File: src/rtl/cpu_pkg.sv
// Shared CPU definitions: instruction geometry, opcodes and the fetch FSM encoding.
package cpu_pkg;

  localparam int unsigned INSTR_W = 8;
  localparam int unsigned OP_W    = 2;

  localparam logic [OP_W-1:0] OP_ADD  = 2'b00;
  localparam logic [OP_W-1:0] OP_LDI  = 2'b01;
  localparam logic [OP_W-1:0] OP_STOP = 2'b11;

  localparam logic [OP_W-1:0] STOP_OP = OP_STOP;

  typedef enum logic [1:0] {
    IDLE  = 2'd0,
    FETCH = 2'd1,
    HALT  = 2'd2
  } fetch_state_e;

endpackage

File: src/rtl/prog_ram.sv
// Program memory: DEPTH x INSTR_W, one synchronous write port, one asynchronous read port.
module prog_ram #(
  parameter int unsigned INSTR_W = 8,
  parameter int unsigned DEPTH   = 32,
  parameter int unsigned IDX_W   = 5
) (
  input  logic               clk,
  input  logic               we,
  input  logic [IDX_W-1:0]   waddr,
  input  logic [INSTR_W-1:0] wdata,
  input  logic [IDX_W-1:0]   raddr,
  output logic [INSTR_W-1:0] rdata
);

  logic [INSTR_W-1:0] mem_q [DEPTH];

  always_ff @(posedge clk) begin
    if (we) begin
      mem_q[waddr] <= wdata;
    end
  end

  assign rdata = mem_q[raddr];

endmodule

File: src/rtl/instr_fetch_unit.sv
// Instruction fetch unit: writable program memory, program counter and STOP-halting fetch FSM.
module instr_fetch_unit #(
  parameter int unsigned      INSTR_W = cpu_pkg::INSTR_W,
  parameter int unsigned      DEPTH   = 32,
  parameter int unsigned      ADDR_W  = 5,
  parameter int unsigned      OP_W    = cpu_pkg::OP_W,
  parameter logic [OP_W-1:0]  STOP_OP = cpu_pkg::STOP_OP
) (
  input  logic               clk,
  input  logic               clear,
  input  logic               prog_we,
  input  logic [ADDR_W-1:0]  prog_addr,
  input  logic [INSTR_W-1:0] prog_data,
  input  logic               start,
  input  logic               stall,
  input  logic               jump_en,
  input  logic [ADDR_W-1:0]  jump_addr,
  output logic [INSTR_W-1:0] instr,
  output logic               instr_valid,
  output logic [ADDR_W-1:0]  pc,
  output logic               halted,
  output logic               prog_err
);

  import cpu_pkg::*;

  localparam int unsigned IDX_W = (DEPTH > 1) ? $clog2(DEPTH) : 1;
  localparam logic [ADDR_W-1:0] LAST_ADDR = ADDR_W'(DEPTH - 1);

  fetch_state_e       state_q, state_d;
  logic [ADDR_W-1:0]  pc_q, pc_d;
  logic [INSTR_W-1:0] instr_q, instr_d;
  logic               valid_q, valid_d;
  logic               halted_q, halted_d;
  logic               err_q, err_d;

  logic               ram_we;
  logic [INSTR_W-1:0] rd_word;
  logic               wr_in_range;
  logic               jump_in_range;
  logic               rd_is_stop;
  logic [ADDR_W-1:0]  pc_inc;

  prog_ram #(
    .INSTR_W (INSTR_W),
    .DEPTH   (DEPTH),
    .IDX_W   (IDX_W)
  ) u_prog_ram (
    .clk   (clk),
    .we    (ram_we),
    .waddr (prog_addr[IDX_W-1:0]),
    .wdata (prog_data),
    .raddr (pc_q[IDX_W-1:0]),
    .rdata (rd_word)
  );

  assign wr_in_range   = 32'(prog_addr) < DEPTH;
  assign jump_in_range = 32'(jump_addr) < DEPTH;
  assign rd_is_stop    = rd_word[INSTR_W-1 -: OP_W] == STOP_OP;
  assign pc_inc        = (pc_q == LAST_ADDR) ? '0 : pc_q + 1'b1;

  always_ff @(posedge clk or posedge clear) begin
    if (clear) begin
      state_q  <= IDLE;
      pc_q     <= '0;
      instr_q  <= '0;
      valid_q  <= 1'b0;
      halted_q <= 1'b0;
      err_q    <= 1'b0;
    end else begin
      state_q  <= state_d;
      pc_q     <= pc_d;
      instr_q  <= instr_d;
      valid_q  <= valid_d;
      halted_q <= halted_d;
      err_q    <= err_d;
    end
  end

  always_comb begin
    state_d = state_q;
    unique case (state_q)
      IDLE:    if (start) state_d = FETCH;
      FETCH:   if (!jump_en && !stall && rd_is_stop) state_d = HALT;
      HALT:    if (start) state_d = FETCH;
      default: state_d = IDLE;
    endcase
  end

  // The STOP word is presented with valid=1 on entry to HALT; halted rises one edge later.
  always_comb begin
    pc_d     = pc_q;
    instr_d  = instr_q;
    valid_d  = valid_q;
    halted_d = halted_q;
    err_d    = err_q;
    ram_we   = 1'b0;
    unique case (state_q)
      IDLE, HALT: begin
        ram_we = prog_we && wr_in_range;
        if (prog_we && !wr_in_range) err_d = 1'b1;
        valid_d = 1'b0;
        if (start) begin
          pc_d     = '0;
          halted_d = 1'b0;
        end else if (state_q == HALT) begin
          halted_d = 1'b1;
        end
      end
      FETCH: begin
        if (prog_we) err_d = 1'b1;
        if (jump_en) begin
          valid_d = 1'b0;
          if (jump_in_range) begin
            pc_d = jump_addr;
          end else begin
            pc_d  = '0;
            err_d = 1'b1;
          end
        end else if (!stall) begin
          instr_d = rd_word;
          valid_d = 1'b1;
          if (!rd_is_stop) pc_d = pc_inc;
        end
      end
      default: ;
    endcase
  end

  assign instr       = instr_q;
  assign instr_valid = valid_q;
  assign pc          = pc_q;
  assign halted      = halted_q;
  assign prog_err    = err_q;

endmodule

File: config.mk
export PLATFORM = sky130hd
export DESIGN_NAME = instr_fetch_unit
export DESIGN_NICKNAME = d
export VERILOG_FILES = /design/src/rtl/cpu_pkg.sv /design/src/rtl/prog_ram.sv /design/src/rtl/instr_fetch_unit.sv
export SDC_FILE = /design/constraint.sdc
export NUM_CORES = 1
export LEC_CHECK = 0
export CORE_MARGIN = 5
export CORE_UTILIZATION = 45
export DETAILED_ROUTE_END_ITERATION = 6
export PLACE_DENSITY = 0.68
export SLEW_MARGIN = 20
export SYNTH_ARGS = -nofsm -noshare
export SYNTH_HDL_FRONTEND = slang
export SYNTH_SLANG_ARGS = --single-unit
File: constraint.sdc
create_clock -name clk -period 2.2 [get_ports clk]
set_clock_uncertainty 0.05 [all_clocks]
set_input_delay 0.44 -clock clk [delete_from_list [all_inputs] [get_ports clk]]
set_output_delay 0.44 -clock clk [all_outputs]
set_load 0.005 [all_outputs]
* Yosys cells after proc, flatten, opt, wreduce, memory -nomap -nowiden
Memory sizes are Yosys's and may differ from the RTL's.
Index checks and enable logic that the tools add are counted.
** Storage, ports and cells
- Register bits after elaboration :: 18
- Bits in latches :: 0
- Bits in writable memories :: 256
- Bits in read-only memories :: 0
- Output and inout port bits :: 16
- Logic and storage cells :: 49
- Memories :: 1
** Cells by class
- $add $sub $neg :: 1
- $mul :: 0
- Div/mod/pow operators :: 0
- Order comparisons :: 0
- Equality and inequality tests :: 8
- Shifts and indexed selects :: 0
- Mux-type cells :: 17
- Bitwise logic cells :: 2
- Reduce and logical (&&, ||, !) cells :: 14
** Memory list
- u_prog_ram.mem_q :: words 32, bits a word 8, rd ports 1, clocked after Yosys merged registers in 0, wr ports 1, line prog_ram.sv:15 : logic [INSTR_W-1:0] mem_q [DEPTH];
** Operator list (count)
- $mux W5 :: 5
- $pmux W5 S2 :: 1
- $reduce_and A2 Y1 :: 4
- $mux W1 :: 7
- $ne A3 B3 Y1 const B :: 2
- $add A5 B1 Y5 const B :: 1
- $eq A5 B5 Y1 const B :: 1
- $eq A2 B2 Y1 const B :: 2
- $mux W2 :: 2
- $pmux W2 S2 :: 1
- $reduce_and A4 Y1 :: 1
- $reduce_bool A2 Y1 :: 2
- $reduce_and A3 Y1 :: 1
- $eq A2 B1 Y1 const B :: 1
- $logic_and A1 B1 Y1 :: 2
- $logic_not A1 Y1 :: 2
- $logic_not A2 Y1 :: 1
- $ne A2 B1 Y1 const B :: 1
- $ne A2 B2 Y1 const B :: 1
- $not A1 Y1 :: 2
- $pmux W1 S2 :: 1
- $reduce_or A2 Y1 :: 1

* Logic depth before layout (Yosys ltp)
- Depth in word-level cells :: 6
- Mapped depth :: 9
- Depth with buffers taken out :: 7

* Hierarchy
Synthesis repeated with hierarchy kept, for this count alone.
** Unflattened totals
- Cell total of the unflattened synthesis :: 480
- Area total of the unflattened synthesis :: 10774.1 sq um
** Modules (own cells, without submodules)
- prog_ram :: times used 1, cells an instance 409, area each 9893.2 sq um, sequential area each 7687.4 sq um
- instr_fetch_unit :: times used 1, cells an instance 71, area each 880.8 sq um, sequential area each 450.4 sq um

* Least setup slack after synthesis
Ideal clock, no wire load.
- Kind :: reg-to-reg
- Start :: register pc_q[1] (netlist: pc[1])
- End :: register instr_q[0] (netlist: instr[0])
- Setup time :: 0.137 ns
- Arrival :: 2.032 ns
- Setup slack :: -0.020 ns
- Cell stages (with the launch flop) :: 8
- Buffers on the path :: 3
- Clock period less this slack :: 2.220 ns
- Cell sequence :: dfrtp_1 -> buf_6 -> buf_4 -> buf_1 -> mux4_2 -> mux4_2 -> mux2i_1 -> a21oi_1
** Between the ends
- Cells in the longest elaborated chain, start to end :: 1
** RTL lines
- start: declaration :: line instr_fetch_unit.sv:31 : logic [ADDR_W-1:0] pc_q, pc_d;
- start signal: assignment :: line instr_fetch_unit.sv:72 : pc_q <= pc_d;
- $mem_v2 Z32 W8
- end signal: assignment :: line instr_fetch_unit.sv:73 : instr_q <= instr_d;
- end: declaration :: line instr_fetch_unit.sv:32 : logic [INSTR_W-1:0] instr_q, instr_d;
No other way between the ends.
A chain may end at the register's enable or synchronous reset.

* Worst setup path after layout
- Start :: register pc_q[1] (netlist: pc[1])
- End :: register pc_q[3] (netlist: pc[3])
** Between the ends
- Cells in the longest elaborated chain, start to end :: 6
** RTL lines
- $add A5 B1 Y5 or $eq A5 B5 Y1 (tied branches) :: line instr_fetch_unit.sv:60 : assign pc_inc = (pc_q == LAST_ADDR) ? '0 : pc_q + 1'b1;
- $mux W5 :: line instr_fetch_unit.sv:60
- $mux W5 :: line instr_fetch_unit.sv:123 : if (!rd_is_stop) pc_d = pc_inc;
- $mux W5 :: line instr_fetch_unit.sv:120 : end else if (!stall) begin
- $mux W5 :: line instr_fetch_unit.sv:112 : if (jump_en) begin
- $pmux W5 S2 :: line instr_fetch_unit.sv:98 : unique case (state_q)
Parallel ways exist; a longest one is shown, timed or not. The select of a mux whose other input is x is not followed.

==> results.toml <==
[global_route]
gr-usage-met1_pct = 25.6
grt_use_total_pct = 17.1
grt_pass1_wl_um = 34500
grt.busiest_layer = "met2"
grtUsageMet3_pct = 2.56
grt_pass1_vias = 5626
grtUsageMet2_pct = 25.6
grt_antenna_before_repair = 0
grt_max_degree = 33
overflow = 0

[synthesis]
synth_area_leaders = "edfxtp_1, mux4_2, dfrtp_1"
synthTopCellsByCount = "edfxtp_1, mux4_2, nor2_1"
async_flop_share_pct = 6.57
mappedNetlistArea_mm2 = 0.0109
syn-instance-count = 544
ys.flop_type = "edfxtp_1"
yosysUniqueCellTypes = 40
synth_fp_nets = 570
synth-edff-count = 256
synth_top_cell_area_share_pct = 70.8
ys_seq_area_share_pct = 75.0
yosys_warnings = 0
yosys.area.top_type = "edfxtp_1"
syn_area_per_cell_um2 = 19.9
yosysMostFrequentCell = "edfxtp_1"
ys_seq_elements = 274

[timing]
period_share_pct = 108
report.final.hold_viol_count = 0
timing.fmax_mhz = 419
rsz0062_at_grt = "yes"
drv_slew = 0
worst_pin_slew_ns = 0.672
fin_tns_setup_ns = -1.81
finalWorstSetupSlack_ns = -0.185
fin_crit_ns = 2.38
relSlewSlack_pct = 55.2
setup_violations = 12

[power_and_ir_drop]
p_leak_nw = 4.48
ir_drop_mv = 0.561
cellPowerDensity_mw_per_mm2 = 1140

[drt]
firstDrtPassIters = 5
vias_per_cell = 5.47
ant_nets = 0
wl_per_cell_um = 22.8
drtIter0Drc = 519
routed_wl_um = 23100
drc_errors = 0
num_vias = 5552

[cells_and_area]
nFillCells = 1715
synthToLayoutAreaGrowth_pct = 23.9
fin_nets = 702
fin_util_pct = 56.9
diodes = 0
layout-drive-gt1-share_pct = 33.0

[place]
gp_congestion = 0.871
hpwlAfterDp_um = 14700
portBuffers = 39

[clocking]
cts_hold_buf = 0
cts_root_buf = "clkbuf_16"
htreeDepth = 1
cts.sinks = 274
clkTransAtPathRegs_ns = 0.07
clock_latency_ns = 0.52
ctsLongestPathBuffers = 3
cts_buffers = 26
cts_tree = "built"

[status]
outcome = "finished, violations left"
violations = "negative setup slack"

[setup_path]
arrival_ns = 2.75
crit_fanout = 18
cpMostUsedCell = "o22ai_2"
cp.required_ns = 2.56
crit_chain = "buf_12, mux2i_1, a22oi_1, nand2_1, o22ai_2, o22ai_2, o31ai_4, buf_4, mux2_2"
rr_worst_depth = 9
cp-end-kind = "flip-flop"
cp_num_buf_inv = 2
reg2reg_slack_ns = -0.18
r2r-end = "pc[3]"
cp_top_family = "compound AO/OA/AOI/OAI gates"
rr_startpoint = "pc[1]"
crit_path_max_incr_delay_ns = 0.50
cp_slowest_cell = "dfrtp_4"
crit_type = "reg -> reg"
start_kind = "flip-flop"

[die]
rows = 56
die_h_um = 165
dieArea_mm2 = 0.0273
core_mm2 = 0.0236
start_util_pct = 46.0
die_x_um = 165
io_pins = 40

[hold_path]
hold_path_class = "in -> async"

[job]
max_cap_viol_count = 0
layout by cell type, fill, tap and decap left out, types with 6 or more instances in the layout:
cell,instances
buf_4,74
a22oi_1,12
mux4_2,60
nor3_1,7
nand2b_1,6
buf_12,7
nor2_1,51
buf_16,7
edfxtp_1,256
nand2_1,10
mux2i_1,34
a21oi_1,8
dfrtp_1,14
clkbuf_16,27
clkdlybuf4s50_1,38
layout make-up:
| cell class | instances | area (µm²) | share of cell area (%) |
|---|---|---|---|
| Timing Repair Buffer | 131 | 1330 | 9.87 |
| Inverter | 5 | 18.8 | 0.140 |
| Clock buffer | 31 | 701 | 5.21 |
| Clock inverter | 17 | 213 | 1.58 |
| Tap cell | 319 | 399 | 2.97 |
| Multi-Input combinational cell | 238 | 2630 | 19.6 |
| Sequential cell | 274 | 8150 | 60.6 |
per-stage QoR:
| step | std cells | hold slack [ns] | setup WS, ns | total power [mW] | area [µm²] |
|---|---|---|---|---|---|
| 2_1_floorplan | 544 | 0.329 | 0.0205 | 8.54 | 10900 |
| 3_3_place_gp | 952 | 0.417 | -0.239 | 9.91 | 12200 |
| 3_5_place_dp | 952 | 0.426 | -0.284 | 9.98 | 12200 |
| 4_1_cts | 1012 | 0.284 | -0.229 | 15.3 | 13400 |
| 5_1_grt | 1015 | 0.323 | -0.217 | 15.9 | 13400 |
| 6_report | 1015 | 0.269 | -0.185 | 15.3 | 13400 |
report_power, final:
group          total, mW  switching (mW)  internal, mW  leakage (nW)
logic               4.65            2.14          2.50          1.53
registers           6.03           0.148          5.88          2.51
clock network       4.64            1.87          2.77         0.439
sequential cells by signal, summed over array words and instances, names as in the netlist:
signal / cells
instr: 8
halted: 1
u_prog_ram.mem_q: 256
instr_valid: 1
prog_err: 1
pc: 5
state_q: 2
worst max-delay path by stage:
stage / to / from / slack (ns) / cells past startpoint
after floorplan: instr[2] / pc[0] / 0.02 / 6
after global placement: pc[0] / pc[0] / -0.24 / 8
after detailed placement: pc[1] / pc[0] / -0.28 / 8
after CTS: pc[3] / pc[1] / -0.23 / 9
after global routing: instr[0] / pc[0] / -0.22 / 6
final: pc[3] / pc[1] / -0.18 / 9
kinds of logic after synthesis:
logic type,share of synthesized area [%]
adders and majority gates,0.231
xor gates and xnor gates,0.161
AOI/OAI and AO/OA,2.55
buffers and inverters,1.51
muxes,16.7
DFF,75.0
and+or+nand+nor,3.89
metal layers:
metal / vias to the layer above / routed length [µm]
li1: 2476 / -
met1: 2811 / 10100
met2: 230 / 10600
met3: 35 / 1640
met4: 0 / 751
met5: - / 0
what timing repair did:
| item | 4_1_cts | 5_1_grt |
|---|---|---|
| setup buffers | 7 | 3 |
| cloned | 5 | 0 |
| gates resized for setup | 28 | 9 |
| pin swaps | 8 | 6 |
| setup endpoints to repair | 18 | 16 |
| endpoints found under the hold margin | 0 | 0 |
Power figures use the tool's default switching activity.
